===== config.mk =====
export PLATFORM = sky130hd
export DESIGN_NAME = jtkicker_romarb
export DESIGN_NICKNAME = d
export VERILOG_FILES = /design/src/rtl/jtkicker_romarb.sv
export SDC_FILE = /design/constraint.sdc
export NUM_CORES = 1
export LEC_CHECK = 0
export CELL_PAD_IN_SITES_DETAIL_PLACEMENT = 1
export CELL_PAD_IN_SITES_GLOBAL_PLACEMENT = 1
export CORE_MARGIN = 5
export CORE_UTILIZATION = 30
export CTS_CLUSTER_SIZE = 14
export DETAILED_ROUTE_END_ITERATION = 7
export PLACE_DENSITY_LB_ADDON = 0.1
export SLEW_MARGIN = 40
export SYNTH_ARGS = -nofsm -noshare
export SYNTH_HDL_FRONTEND = slang
export SYNTH_SLANG_ARGS = --single-unit

===== constraint.sdc =====
create_clock -name clk -period 3.6 [get_ports clk]
set_input_delay 0.72 -clock clk [delete_from_list [all_inputs] [get_ports clk]]
set_output_delay 0.72 -clock clk [all_outputs]
set_load 0.005 [all_outputs]

===== src/rtl/jtkicker_romarb.sv =====
// Three-slot ROM read scheduler: one-entry cache per slot, round-robin miss
// arbitration onto a single SDRAM read port fetching 2-word bursts.
module jtkicker_romarb #(
   parameter int unsigned SLOT0_AW     = 16,
   parameter int unsigned SLOT1_AW     = 14,
   parameter int unsigned SLOT2_AW     = 14,
   parameter int unsigned SLOT0_DW     = 8,
   parameter int unsigned SLOT1_DW     = 32,
   parameter int unsigned SLOT2_DW     = 32,
   parameter logic [21:0] SLOT0_OFFSET = 22'h0,
   parameter logic [21:0] SLOT1_OFFSET = 22'h0,
   parameter logic [21:0] SLOT2_OFFSET = 22'h0
) (
   input  logic                clk,
   input  logic                rst,
   input  logic                slot0_cs,
   input  logic [SLOT0_AW-1:0] slot0_addr,
   output logic                slot0_ok,
   output logic [SLOT0_DW-1:0] slot0_dout,
   input  logic                slot1_cs,
   input  logic [SLOT1_AW-1:0] slot1_addr,
   output logic                slot1_ok,
   output logic [SLOT1_DW-1:0] slot1_dout,
   input  logic                slot2_cs,
   input  logic [SLOT2_AW-1:0] slot2_addr,
   output logic                slot2_ok,
   output logic [SLOT2_DW-1:0] slot2_dout,
   input  logic                downloading,
   output logic                sdram_req,
   output logic [21:0]         sdram_addr,
   input  logic                sdram_ack,
   input  logic                data_dst,
   input  logic                data_rdy,
   input  logic [15:0]         data_read
);

   typedef enum logic [1:0] {IDLE, REQ, WAIT, WORD1} state_t;

   state_t      state, state_nx;
   logic [21:0] wa    [3];
   logic [21:0] tag   [3];
   logic [31:0] cdata [3];
   logic [2:0]  valid, cs_v, hit, miss;
   logic [1:0]  ptr, gnt, gnt_nx;
   logic [21:0] gnt_wa;
   logic [15:0] word0, word1;
   logic        grant_en, fill_en, found;
   logic [2:0]  s3;
   logic [1:0]  sel;

   function automatic logic [21:0] calc_wa(input logic [21:0] a, input int unsigned dw,
                                           input logic [21:0] off);
      logic [21:0] w;
      if (dw == 8)       w = a >> 1;
      else if (dw == 32) w = {a[21:1], 1'b0};
      else               w = a;
      return off + w;
   endfunction

   function automatic logic [31:0] sel_dout(input logic [31:0] d, input logic a0,
                                            input int unsigned dw);
      if (dw == 32)      return d;
      else if (dw == 16) return {16'd0, d[15:0]};
      else               return {24'd0, a0 ? d[15:8] : d[7:0]};
   endfunction

   assign wa[0] = calc_wa(22'(slot0_addr), SLOT0_DW, SLOT0_OFFSET);
   assign wa[1] = calc_wa(22'(slot1_addr), SLOT1_DW, SLOT1_OFFSET);
   assign wa[2] = calc_wa(22'(slot2_addr), SLOT2_DW, SLOT2_OFFSET);
   assign cs_v  = {slot2_cs, slot1_cs, slot0_cs};

   for (genvar i = 0; i < 3; i++) begin : g_hit
      assign hit[i]  = cs_v[i] & valid[i] & (tag[i] == wa[i]) & ~downloading;
      assign miss[i] = cs_v[i] & ~hit[i];
   end

   assign slot0_ok   = hit[0];
   assign slot1_ok   = hit[1];
   assign slot2_ok   = hit[2];
   assign slot0_dout = SLOT0_DW'(sel_dout(cdata[0], slot0_addr[0], SLOT0_DW));
   assign slot1_dout = SLOT1_DW'(sel_dout(cdata[1], slot1_addr[0], SLOT1_DW));
   assign slot2_dout = SLOT2_DW'(sel_dout(cdata[2], slot2_addr[0], SLOT2_DW));

   always_comb begin
      state_nx = state;
      grant_en = 1'b0;
      fill_en  = 1'b0;
      found    = 1'b0;
      gnt_nx   = '0;
      s3       = '0;
      sel      = '0;
      // first missing slot at or after the round-robin pointer
      for (int unsigned k = 0; k < 3; k++) begin
         s3 = {1'b0, ptr} + 3'(k);
         if (s3 >= 3'd3) s3 = s3 - 3'd3;
         sel = s3[1:0];
         if (!found && miss[sel]) begin
            found  = 1'b1;
            gnt_nx = sel;
         end
      end
      case (state)
         IDLE:  if (found) begin
                   grant_en = 1'b1;
                   state_nx = REQ;
                end
         REQ:   if (sdram_ack) state_nx = WAIT;
         WAIT:  if (data_dst && data_rdy) begin
                   fill_en  = 1'b1;
                   state_nx = IDLE;
                end else if (data_dst) begin
                   state_nx = WORD1;
                end
         WORD1: if (data_rdy) begin
                   fill_en  = 1'b1;
                   state_nx = IDLE;
                end
         default: state_nx = IDLE;
      endcase
      if (downloading) begin
         state_nx = IDLE;
         grant_en = 1'b0;
         fill_en  = 1'b0;
      end
   end

   always_ff @(posedge clk) begin
      if (rst) begin
         state      <= IDLE;
         ptr        <= '0;
         gnt        <= '0;
         gnt_wa     <= '0;
         word0      <= '0;
         word1      <= '0;
         sdram_req  <= 1'b0;
         sdram_addr <= '0;
         valid      <= '0;
         tag        <= '{default: '0};
         cdata      <= '{default: '0};
      end else begin
         state <= state_nx;
         if (grant_en) begin
            gnt        <= gnt_nx;
            gnt_wa     <= wa[gnt_nx];
            sdram_req  <= 1'b1;
            sdram_addr <= wa[gnt_nx];
         end
         if (state == REQ && sdram_ack) sdram_req <= 1'b0;
         if (state == WAIT && data_dst) word0 <= data_read;
         if (state == WORD1 && data_dst) word1 <= data_read;
         if (fill_en) begin
            valid[gnt] <= 1'b1;
            tag[gnt]   <= gnt_wa;
            // a burst ending in WAIT is single-word: keep the cached upper word
            if (state == WAIT) cdata[gnt] <= {cdata[gnt][31:16], data_read};
            else               cdata[gnt] <= {data_dst ? data_read : word1, word0};
            ptr <= (gnt == 2'd2) ? 2'd0 : gnt + 2'd1;
         end
         if (downloading) begin
            valid     <= '0;
            sdram_req <= 1'b0;
         end
      end
   end

endmodule


## After elaboration in Yosys (flattened, before gate mapping)

Cells that the tools add are included.

| storage, ports and cells | value |
|---|---|
| word-level logic and storage cells | 122 |
| bits of input ports | 69 |
| register bits | 226 |
| output and inout port bits | 98 |

| cells by class | value |
|---|---|
| add/sub/neg operators | 6 |
| reductions and logical operators | 14 |
| bitwise gates (word level) | 19 |
| eq/ne operators | 11 |
| muxes and demuxes | 47 |
| magnitude comparators | 11 |

Operators by type and width:

| kind | number |
|---|---|
| 96-bit bitwise mux | 2 |
| 32-bit 2-to-1 mux | 3 |
| 96-bit 2-to-1 mux | 1 |
| 66-bit bitwise mux | 1 |
| 22-bit 2-to-1 mux | 3 |
| 32-bit binary-select mux with 2-bit select | 1 |
| 32-bit demux with 2-bit select | 1 |
| 22-bit binary-select mux with 2-bit select | 1 |
| 22-bit demux with 2-bit select | 1 |
| 22-bit by 14-bit equality test with 1-bit output | 2 |
| 2-bit 2-to-1 mux | 12 |
| 22-bit by 15-bit equality test with 1-bit output | 1 |
| 16-bit 2-to-1 mux | 1 |
| 1-bit 2-to-1 mux | 13 |
| 1-bit bitwise AND | 12 |
| 2-bit by 3-bit < comparator with 1-bit output, second input constant | 4 |
| 1-bit logical AND | 8 |
| 8-bit 2-to-1 mux | 1 |
| 2-bit case mux with 4 select lines | 1 |
| 1-bit binary-select mux with 2-bit select | 3 |
| 2-bit equality test, second input constant | 3 |
| 3-bit by 2-bit >= comparator with 1-bit output, second input constant | 2 |
| 3-bit >= comparator, second input constant | 2 |
| 2-bit != test, second input constant | 3 |
| other kinds (19) | 26 |

## Logic depth before layout (Yosys ltp)

| logic depth | value |
|---|---|
| depth after elaboration | 18 |
| gate-level depth with buffers | 10 |

## Worst setup path before layout

OpenSTA, ideal clock, no wires.

| path | value |
|---|---|
| path type | input to register |
| from | in downloading |
| to | reg gnt_wa[10] |
| buffers on the path | 2 |
| setup time | 0.125 ns |
| slack | 1.010 ns |
| required time | 3.475 ns |
| arrival | 2.465 ns |
| cell stages on the path | 10 |
| path through | nor4b_2 nand4_1 or4_4 a31oi_1 o31ai_1 nor2_1 or3_1 buf_4 buf_8 o221ai_2 |

| between the ends | value |
|---|---|
| longest elaborated chain between the ends | 17 |

Ends and longest elaborated chain:

| element | RTL line | source |
|---|---|---|
| start: declaration | 28 | `input logic downloading,` |
| 1-bit NOT | 73 | `assign hit[i] = cs_v[i] & valid[i] & (tag[i] == wa[i]) & ~downloading;` |
| 1-bit bitwise AND | 73 |  |
| 1-bit NOT | 74 | `assign miss[i] = cs_v[i] & ~hit[i];` |
| 1-bit bitwise AND | 74 |  |
| 1-bit binary-select mux with 2-bit select | 97 | `if (!found && miss[sel]) begin` |
| 1-bit 2-to-1 mux (not written as such) | 97 |  |
| 1-bit 2-to-1 mux | 97 |  |
| 1-bit logical NOT | 97 |  |
| 1-bit logical AND | 97 |  |
| 1-bit 2-to-1 mux | 97 |  |
| 1-bit logical NOT | 97 |  |
| 1-bit logical AND | 97 |  |
| 2-bit 2-to-1 mux | 97 |  |
| 2-bit NOT with 3-bit output (not written as such) | 144 | `gnt_wa <= wa[gnt_nx];` |
| 22-bit binary-select mux with 2-bit select | 144 |  |
| 22-bit 2-to-1 mux (not written as such) (2 in a row) | 144 |  |
| end signal: assignment | 144 |  |
| end: declaration | 45 | `logic [21:0] gnt_wa;` |

Several ways; a longest one is shown, not always the timed one. The select of a mux whose other input is x is not followed.
A chain may end at the register's enable or synchronous reset.

## Final worst setup path

| path | value |
|---|---|
| from | in slot1_addr[3] |
| to | out slot1_ok |

| between the ends | value |
|---|---|
| longest elaborated chain between the ends | 3 |

Ends and longest elaborated chain:

| element | RTL line | source |
|---|---|---|
| start: declaration | 21 | `input logic [SLOT1_AW-1:0] slot1_addr,` |
| 22-bit by 14-bit equality test with 1-bit output | 73 |  |
| 1-bit bitwise AND (2 in a row) | 73 |  |
| end: declaration | 22 | `output logic slot1_ok,` |

Every way passes these cells.

==> results.sh <==
export IMPL_dpl_hpwl_um=20700
export IMPL_clk_latency_ns=0.44
export IMPL_powerDensity_nw_per_um2=400
export IMPL_ys_async_sr_fraction_pct=0
export IMPL_ioPinCount=167
export IMPL_max_slew_margin_pct=43.0
export IMPL_grt_pass1_vias=7747
export IMPL_ys_flop_type="dfxtp_1"
export IMPL_nets=1256
export IMPL_cp_start_kind="input port"
export IMPL_layout_min_cycle_time_ns=3.51
export IMPL_peakVddDrop_uv=325
export IMPL_power_leakage_nw=3.57
export IMPL_worst_clock_skew_ns=0.0153
export IMPL_postCtsSetupRepairBufs=0
export IMPL_path_class="in2out"
export IMPL_drcViolationCount=0
export IMPL_first_iter_violations=270
export IMPL_h_tree_depth=4
export IMPL_die_h_um=186
export IMPL_fp_dieW_um=186
export IMPL_grt_setup_unrepaired="no"
export IMPL_rows=64
export IMPL_syn_inst=1130
export IMPL_synth_top_area_share_pct=42.8
export IMPL_required_ns=2.88
export IMPL_hold_class="reg2reg"
export IMPL_hold_viol=0
export IMPL_max_cap_violations=0
export IMPL_tightest_slew_ns=0.853
export IMPL_fill_cells=3581
export IMPL_cts_buffers=17
export IMPL_vias=7621
export IMPL_core_area_um2=30500
export IMPL_io_buffer_count=157
export IMPL_finalSetupTns_ns=0
export IMPL_grt_pass1_wl_um=45900
export IMPL_via_per_inst=4.78
export IMPL_clkSlewWorstSetupHoldPaths_ns=0.07
export IMPL_synth_edff_count=0
export IMPL_fin_crit_sh_pct=97.5
export IMPL_run_status="complete, no violations"
export IMPL_clock_sinks=198
export IMPL_wire_per_inst_um=18.7
export IMPL_path_max_fanout=3
export IMPL_ys_ff_latch=198
export IMPL_dp_worst_setup_slack_ns=0.0359
export IMPL_cts_resized=0
export IMPL_grt_max_degree=144
export IMPL_avgSynthCellArea_um2=8.20
export IMPL_grt_overflow_total=0
export IMPL_cts_hold_buf=0
export IMPL_start_util_pct=30.4
export IMPL_dr_pass1_iters=4
export IMPL_antenna_found_initial=0
export IMPL_wirelength_um=29800
export IMPL_critPathCaptureType="output port"
export IMPL_drtAntennaViolNets=0
export IMPL_syn_area_um2=9270
export IMPL_gp_congestion=0.737
export IMPL_drv_slew=0
export IMPL_synth_area_leaders="dfxtp_1, nand2_1, a21oi_1, mux2i_1, buf_4"
export IMPL_die_area_um2=34500
export IMPL_arrival_ns=2.79
export IMPL_grt_usage_pct=17.3
export IMPL_ys_warn_count=0
export IMPL_synth_area_leader_cell="dfxtp_1"
export IMPL_finalSetupViolCount=0
export IMPL_syn_to_final_growth_pct=22.5
export IMPL_synth_distinct_cells=54
export IMPL_fmax_ghz=0.285
export IMPL_drive_above_1_share_pct=8.76
export IMPL_synth_seq_area_share_pct=42.8
export IMPL_clk_path_buf_depth=2
export IMPL_ctsRootBufferMaster="clkbuf_16"
export IMPL_setup_slack_ns=0.0886
export IMPL_cts_tree="done"
export IMPL_num_antenna_cells=0
==> worst paths after layout <==
kind	from	endpoint	slack, ns	cells past startpoint
worst max-delay path	slot1_addr[3]	slot1_ok	0.09	6
worst min-delay path	word0[10]	word0[10]	0.46	2
worst max register to register	tag[22]	gnt_wa[5]	1.12	9
worst min register to register	word0[10]	word0[10]	0.46	2
==> cells by family after synthesis <==
logic type	after synthesis	share of synthesized area, %
simple gates	411	18.8
compound gates	234	15.8
flops	198	42.8
buf+inv	170	10.1
mux	71	7.79
xor+xnor	41	4.12
fa+ha+maj	4	0.486
other cells	1	0.0405
==> report_power, final <==
| part | internal [mW] | leakage, nW | switching (mW) | total (mW) |
|---|---|---|---|---|
| sequential | 2.21 | 1.60 | 0.0320 | 2.24 |
| clock | 1.01 | 0.277 | 0.935 | 1.94 |
| combinational | 0.170 | 1.70 | 0.192 | 0.362 |
==> critical path, cell delays in order <==
cell,delay (ns)
clkdlybuf4s50_1,0.57
xnor2_1,0.15
nand4_1,0.16
or4_4,0.61
inv_1,0.08
clkdlybuf4s50_1,0.50
==> cells in the final DEF (no fill, tap or decap), types with 14 or more instances in the layout <==
cell type / count
nand2_1: 292
dfxtp_1: 197
clkdlybuf4s50_1: 155
a21oi_1: 131
nor2_1: 62
mux2i_1: 62
a211oi_1: 48
xnor2_1: 38
o21ai_0: 28
inv_1: 21
clkbuf_16: 17
buf_4: 16
nand4_1: 14
==> through the flow <==
stage          instances  utilization, %  hold slack (ns)  instance area, µm²  power, mW
2_1_floorplan       1136               -            0.433                9290       2.46
6_report            1594            37.2            0.456               11400       4.55
3_5_place_dp        1562            35.3            0.447               10800       2.66
3_3_place_gp        1562            35.3            0.435               10800       2.66
4_1_cts             1594            37.2            0.458               11300       4.62
5_1_grt             1594            37.2            0.472               11400       4.72
==> layer usage <==
layer | track usage [%] | part of all wire [%] | vias to the layer above
li1 | - | - | 3822
met1 | 23.1 | 47 | 3670
met2 | 29.3 | 48 | 114
met3 | 2.91 | 3.7 | 15
met4 | 3.85 | 0.91 | 0
met5 | 0 | 0 | -
==> cell type report <==
class                   count  area [µm²]  area share (%)
clock buffers              21         460            4.05
clock inverters            11         114            1.00
inverters                  21        78.8           0.694
multi-input cells         768        4420            38.9
flip-flops and latches    198        3970            34.9
well taps                 396         495            4.36
repair buffers            179        1820            16.1
==> synth_stat cells (all sizes together), types with 3 or more instances <==
library cell  number
buf               87
o221ai            14
mux2i             62
o21ai             34
or3                4
xnor2             41
nor2              63
inv               21
clkbuf            62
nand4             14
nand2            303
nor4               3
dfxtp            198
a21oi            131
mux2               9
a211oi            48
nand3              3
nor3               3
==> flip-flops by register name, indices dropped and copies added (netlist names) <==
| name | count |
|---|---|
| slot2_dout | 32 |
| state | 2 |
| ptr | 2 |
| gnt_wa | 15 |
| gnt | 2 |
| valid | 3 |
| tag | 45 |
| word1 | 16 |
| word0 | 16 |
| slot1_dout | 32 |
| sdram_req | 1 |
| cdata | 32 |
Note: power is estimated with default switching activity, not from simulation.
